### src/rtl/tick_pwm_gen_pkg.sv
// Shared definitions for the tick-driven PWM generator.
//   DEF_CNT_W  : default width of the divider count bus
//   DEF_PWM_W  : default width of PWM counter / duty / period values
//   DEF_PERIOD : default PWM period in ticks
//   state_t    : run-control FSM states
//   tap_idx_t  : divider tap index
package tick_pwm_gen_pkg;

  localparam int DEF_CNT_W  = 4;
  localparam int DEF_PWM_W  = 8;
  localparam int DEF_PERIOD = 256;

  typedef enum logic {
    IDLE = 1'b0,
    RUN  = 1'b1
  } state_t;

  typedef logic [1:0] tap_idx_t;

endpackage

### src/rtl/tick_pwm_gen_edge_sel.sv
// tick_edge_sel: picks one divider tap and turns its rising edge into a
// single-cycle registered tick.
// Ports:
//   clk, rst  : clock, synchronous active-high reset
//   count_in  : divider count bus
//   tap_sel   : tap index into count_in
//   en        : run enable (gates tick immediately)
//   run       : controller is in RUN; arm only builds up while running
//   tick      : one-cycle pulse per rising edge of the selected tap
module tick_edge_sel
  import tick_pwm_gen_pkg::*;
#(
  parameter int CNT_W = DEF_CNT_W
) (
  input  logic             clk,
  input  logic             rst,
  input  logic [CNT_W-1:0] count_in,
  input  tap_idx_t         tap_sel,
  input  logic             en,
  input  logic             run,
  output logic             tick
);

  logic     tap_bit;
  logic     tap_q;
  logic     arm;
  logic     sel_chg;
  tap_idx_t sel_q;

  assign tap_bit = count_in[tap_sel];
  assign sel_chg = (tap_sel != sel_q);

  always_ff @(posedge clk) begin
    if (rst) begin
      tap_q <= 1'b0;
      sel_q <= '0;
      arm   <= 1'b0;
      tick  <= 1'b0;
    end else begin
      tap_q <= tap_bit;
      sel_q <= tap_sel;
      arm   <= run & en & ~sel_chg;
      // In the switch cycle itself tap_q still holds the old tap, so the
      // compare is meaningless; sel_chg masks it until arm drops.
      tick  <= en & arm & ~sel_chg & tap_bit & ~tap_q;
    end
  end

endmodule

### src/rtl/tick_pwm_gen.sv
// tick_pwm_gen: PWM generator advanced by a tick derived from a divider tap.
// Duty updates go through a one-entry shadow register and are applied only
// at the period wrap, so every period is a clean, complete waveform.
// Ports:
//   clk, rst     : clock, synchronous active-high reset
//   count_in     : divider count bus (bit k toggles every 2^k clk)
//   tap_sel      : tap used as tick source
//   en           : run enable; 0 holds the PWM counter and forces pwm_out low
//   duty_in      : requested duty in ticks high per period
//   duty_valid   : duty_in valid
//   duty_ready   : shadow free; transfer on valid & ready
//   tick         : one-cycle pulse per rising edge of the selected tap
//   pwm_out      : PWM waveform
//   period_done  : one-cycle pulse after the PWM counter wraps
//
// state | meaning
// IDLE  | en low: counter frozen, pwm_out low, no ticks
// RUN   | en high: counter advances on tick, pwm_out follows compare
module tick_pwm_gen
  import tick_pwm_gen_pkg::*;
#(
  parameter int CNT_W  = DEF_CNT_W,
  parameter int PWM_W  = DEF_PWM_W,
  parameter int PERIOD = DEF_PERIOD
) (
  input  logic             clk,
  input  logic             rst,
  input  logic [CNT_W-1:0] count_in,
  input  logic [1:0]       tap_sel,
  input  logic             en,
  input  logic [PWM_W-1:0] duty_in,
  input  logic             duty_valid,
  output logic             duty_ready,
  output logic             tick,
  output logic             pwm_out,
  output logic             period_done
);

  localparam logic [PWM_W-1:0] LAST = PWM_W'(PERIOD - 1);

  state_t           state;
  logic [PWM_W-1:0] pwm_cnt;
  logic [PWM_W-1:0] duty_act;
  logic [PWM_W-1:0] shadow;
  logic             shadow_full;
  logic             wrap;
  logic             accept;

  assign duty_ready = ~shadow_full;
  assign accept     = duty_valid & ~shadow_full;
  assign wrap       = tick & (pwm_cnt == LAST);

  tick_edge_sel #(
    .CNT_W (CNT_W)
  ) u_edge_sel (
    .clk      (clk),
    .rst      (rst),
    .count_in (count_in),
    .tap_sel  (tap_sel),
    .en       (en),
    .run      (state == RUN),
    .tick     (tick)
  );

  always_ff @(posedge clk) begin
    if (rst) begin
      state   <= IDLE;
      pwm_out <= 1'b0;
    end else begin
      case (state)
        IDLE: begin
          pwm_out <= 1'b0;
          if (en) state <= RUN;
        end
        RUN: begin
          if (!en) begin
            state   <= IDLE;
            pwm_out <= 1'b0;
          end else begin
            // Counter never exceeds PERIOD-1, so duty >= PERIOD is always high.
            pwm_out <= (pwm_cnt < duty_act);
          end
        end
      endcase
    end
  end

  always_ff @(posedge clk) begin
    if (rst) begin
      pwm_cnt     <= '0;
      duty_act    <= '0;
      shadow      <= '0;
      shadow_full <= 1'b0;
      period_done <= 1'b0;
    end else begin
      period_done <= wrap;
      if (tick) pwm_cnt <= wrap ? '0 : pwm_cnt + 1'b1;
      if (wrap && shadow_full) duty_act <= shadow;
      // Accept wins over the wrap-time drain so a new value landing on the
      // wrap keeps the shadow occupied for the next period.
      if (accept) begin
        shadow      <= duty_in;
        shadow_full <= 1'b1;
      end else if (wrap) begin
        shadow_full <= 1'b0;
      end
    end
  end

endmodule
### config.mk
export PLATFORM = sky130hd
export DESIGN_NAME = tick_pwm_gen
export DESIGN_NICKNAME = d
export VERILOG_FILES = /design/src/rtl/tick_pwm_gen_pkg.sv /design/src/rtl/tick_pwm_gen_edge_sel.sv /design/src/rtl/tick_pwm_gen.sv
export SDC_FILE = /design/constraint.sdc
export NUM_CORES = 1
export LEC_CHECK = 0
export CORE_ASPECT_RATIO = 0.75
export CORE_MARGIN = 4
export CORE_UTILIZATION = 53
export DETAILED_ROUTE_END_ITERATION = 10
export PLACE_DENSITY = 0.86
export SKIP_CTS_REPAIR_TIMING = 1
export SYNTH_ARGS = -nofsm -noshare
export SYNTH_HDL_FRONTEND = slang
export SYNTH_HIERARCHICAL = 1
export SYNTH_SLANG_ARGS = --single-unit
### constraint.sdc
create_clock -name clk -period 1.58 [get_ports clk]
set_input_delay 0.316 -clock clk [delete_from_list [all_inputs] [get_ports clk]]
set_output_delay 0.316 -clock clk [all_outputs]
set_load 0.05 [all_outputs]
==> results by group <==
Setup path
  – Worst Path Required: 1.79 ns
  – Crit Path Category: reg2reg
  – Crit path DAT: approximately 1.6 ns
  – CP Cell Sequence: ha_2, nand4_2, nor3_2, buf_4, mux2i_1
  – CP endpoint kind: flip-flop
  – Slowest cell on crit path: dfxtp_2
  – R2R setup slack: 0.16 ns
  – CP max stage delay: 0.38 ns
  – CP Launch Type: flip-flop
  – Worst-path fanout max: 9

Floorplan
  – Die ar.: 3870 um2
  – Starting density of the core: between 50% and 60%
  – Die extent in x: slightly above 70 um
  – Cell Rows: 16
  – IO Pins: 22
  – Die H: about 55 um
  – Core Area: about 2700 um2

Yosys
  – Yosys reg bits: 33
  – Main synth FF type: dfxtp_1
  – Mean post-synth cell area: between 9 and 10 um2
  – Top cells by area, synth: dfxtp_1 (43%), mux2i_1 (11%), nand2b_1 (7.7%), ha_1 (6.5%), nor2_1 (2.9%)
  – Mapped Nets: around 190
  – Post-synthesis sequential area ratio: a little over two fifths
  – YS warnings: 6
  – Top cell type's share of synthesized area: a little over two fifths
  – Mapped Cells: approximately 160
  – Post-synth EDFFs: 0
  – Cell Area, Synth: roughly 1600 um2
  – Distinct cells, synth: 33
  – Most area-hungry cell type in the Yosys netlist: dfxtp_1
  – Async SR Flop Fraction: 0%

Clock tree
  – Clock sinks: 33
  – Root Buffer: clkbuf_8
  – Num CTS Buffers: 5
  – H-tree levels: 2
  – Clk buf depth: 2
  – TritonCTS clock tree: done
  – Worst skew pair latency: around 0.28 ns
  – Clk slew on worst S/H paths: roughly 0.07 ns

Detailed routing
  – Via density per instance: approximately 5.3
  – Final ANT Viol Nets: 0
  – Via count: ~1.2k
  – DRT iter0 DRCs: 61
  – Drt pass-1 iters: 4
  – Routed wire per std cell: between 10 and 15 um
  – Routed wire length: approximately 3200 um
  – Drt drc: 0

Pwr
  – Clock power frac: around 45%
  – Reg power frac: between 40% and 50%
  – Total power per unit cell area: just over 900 nW/um2
  – Comb pwr share: under 10%
  – Static leakage: between 0.7 and 0.8 nW
  – Internal cell power: about 1.5 mW
  – Psw: 0.372 mW
  – Peak VDD IR: about 720 uV
  – Sw Ratio: approximately a fifth

Global route
  – Vias in the first global route: 1210
  – Total global-route track usage: roughly 18%
  – Initial antenna violation count: 0
  – Grt total ovfl: 0
  – Wire length of the first global-routing pass: approximately 5400 um
  – Largest net degree at the start of global routing: 25

Placed design
  – GPL Wtd Cong: between 0.8 and 0.9
  – Placed cells: between 200 and 250
  – HPWL after DPL: 2450 um
  – IO Port Bufs: 21

Run status
  – Status: completed

STA
  – Clk_skew: around 0.0064 ns
  – Final worst path period need: ~1.4 ns
  – Hold WS: about 0.4 ns
  – RSZ-0062 raised after global routing: no
  – Endpoints failing setup: 0
  – Slew Limit Headroom: between 70 and 80%
  – Max Fclk: a little over 700 MHz
  – Slew of the pin with the lowest slew margin: 0.431 ns
  – Fin Setup TNS: 0 ns
  – Final worst path period share: 89.6%
  – Hold Vio Cnt, Final: 0
  – Final Max Slew Viols: 0

Hold path
  – Type of the most critical hold path: reg2reg

Layout
  – Ant diodes: 0
  – Share of cells above drive strength 1: 15.5%
  – Area grow syn2layout: 27.5%
  – Final nets: approximately 220
  – Post-Layout Cell Count: 229

Run
  – Max_cap viols: 0
## cells in the mapped netlist, types with 2 or more instances
cell type  count
mux2i_1       17
nor3_1         6
xor2_1         2
nand2_1        8
nand4_1        2
nand3_1        2
o21ai_0        3
clkbuf_1       2
nor2b_1        5
inv_1         10
ha_1           8
dfxtp_1       33
nor2_1        12
buf_2          4
nand2b_1      19
a21oi_1        5
a211oi_1       3
xnor2_1        3
o211ai_1       3
## routing by layer
layer,share of wire (%),wire (um),up-vias,GRT usage [%]
met3,5.0,162,11,6.06
met1,42,1340,561,20.6
li1,-,-,613,-
met2,51,1630,39,32.1
met4,2.8,91,0,9.55
met5,0,0,-,0
## cell families after synthesis
group	count (synthesis)	share of synthesized area, %
AND/OR/NAND/NOR	63	24.0
adder cells (fa/ha/maj)	8	6.45
AO/OA/AOI/OAI	17	7.58
flip-flops	33	42.6
XOR/XNOR	5	2.82
multiplexers	18	11.7
buffers and inverters	17	4.92
## per-stage QoR
| step | instance area (um2) | util [%] | power, mW | worst slack [ns] |
|---|---|---|---|---|
| floorplan | 1550 | - | 0.953 | 0.0271 |
| global placement | 1860 | 68.8 | 1.02 | -0.0715 |
| detailed placement | 1860 | 68.8 | 1.03 | -0.147 |
| CTS | 1970 | 73.1 | 1.83 | 0.0975 |
| global route | 1980 | 73.2 | 1.89 | 0.0398 |
| finish | 1980 | 73.2 | 1.83 | 0.165 |
## critical path, delay by kind of cell, from the launching register on
family                   cells  cell delay (ns)
flip-flops                   1             0.38
multiplexers                 1             0.22
buffers and inverters        1             0.23
adder cells (fa/ha/maj)      1             0.24
AND/OR/NAND/NOR              2             0.26
## power groups by stage
stage                     sequential (mW)  clock, mW  combinational (mW)
after global placement              0.881          0               0.143
after global routing                0.865      0.860               0.161
after detailed placement            0.883          0               0.150
after floorplan                     0.879          0              0.0742
final                               0.864      0.814               0.150
after CTS                           0.864      0.819               0.151
## final timing paths
path	start	end	depth (start not counted)
worst max-delay path	pwm_cnt[0]$_SDFFE_PP0P_	duty_act[3]$_SDFFE_PP0P_	5
worst min-delay path	u_edge_sel/tap_q$_SDFF_PP0_	u_edge_sel/tick$_SDFF_PP0_	1
worst max register to register	pwm_cnt[0]$_SDFFE_PP0P_	duty_act[3]$_SDFFE_PP0P_	5
worst min register to register	u_edge_sel/tap_q$_SDFF_PP0_	u_edge_sel/tick$_SDFF_PP0_	1
## cells in the final DEF, fill, tap and decap left out, drive strengths merged
| cell | n |
|---|---|
| nand2b | 19 |
| nor4bb | 1 |
| ha | 8 |
| o211ai | 3 |
| o21ai | 3 |
| clkbuf | 7 |
| mux2 | 1 |
| nor3 | 7 |
| nand4 | 4 |
| or3 | 2 |
| inv | 10 |
| nor2b | 5 |
| nand3 | 2 |
| a211oi | 3 |
| a31oi | 1 |
| mux2i | 17 |
| a2111o | 1 |
| buf | 14 |
| and4 | 1 |
| or2 | 1 |
| bufinv | 1 |
| dfxtp | 33 |
| xnor2 | 3 |
| a21oi | 5 |
| and3 | 1 |
| nand2 | 8 |
| a2111oi | 1 |
| nor2 | 12 |
| clkdlybuf4s50 | 17 |
| xor2 | 2 |
## flip-flops by register name, indices dropped and copies added (netlist names), 2 cells and up
signal	flops
duty_act	8
u_edge_sel/sel_q	2
pwm_cnt	8
shadow	8
## layout make-up
cell class	count	area (um2)
inverter	10	37.5
clock inverter	1	30.0
tap	36	45.0
clock buffer	7	86.3
fill	211	724
sequential	33	662
multi-input combinational	111	817
timing repair buffer	31	300
(Power assumes the default switching activity.)
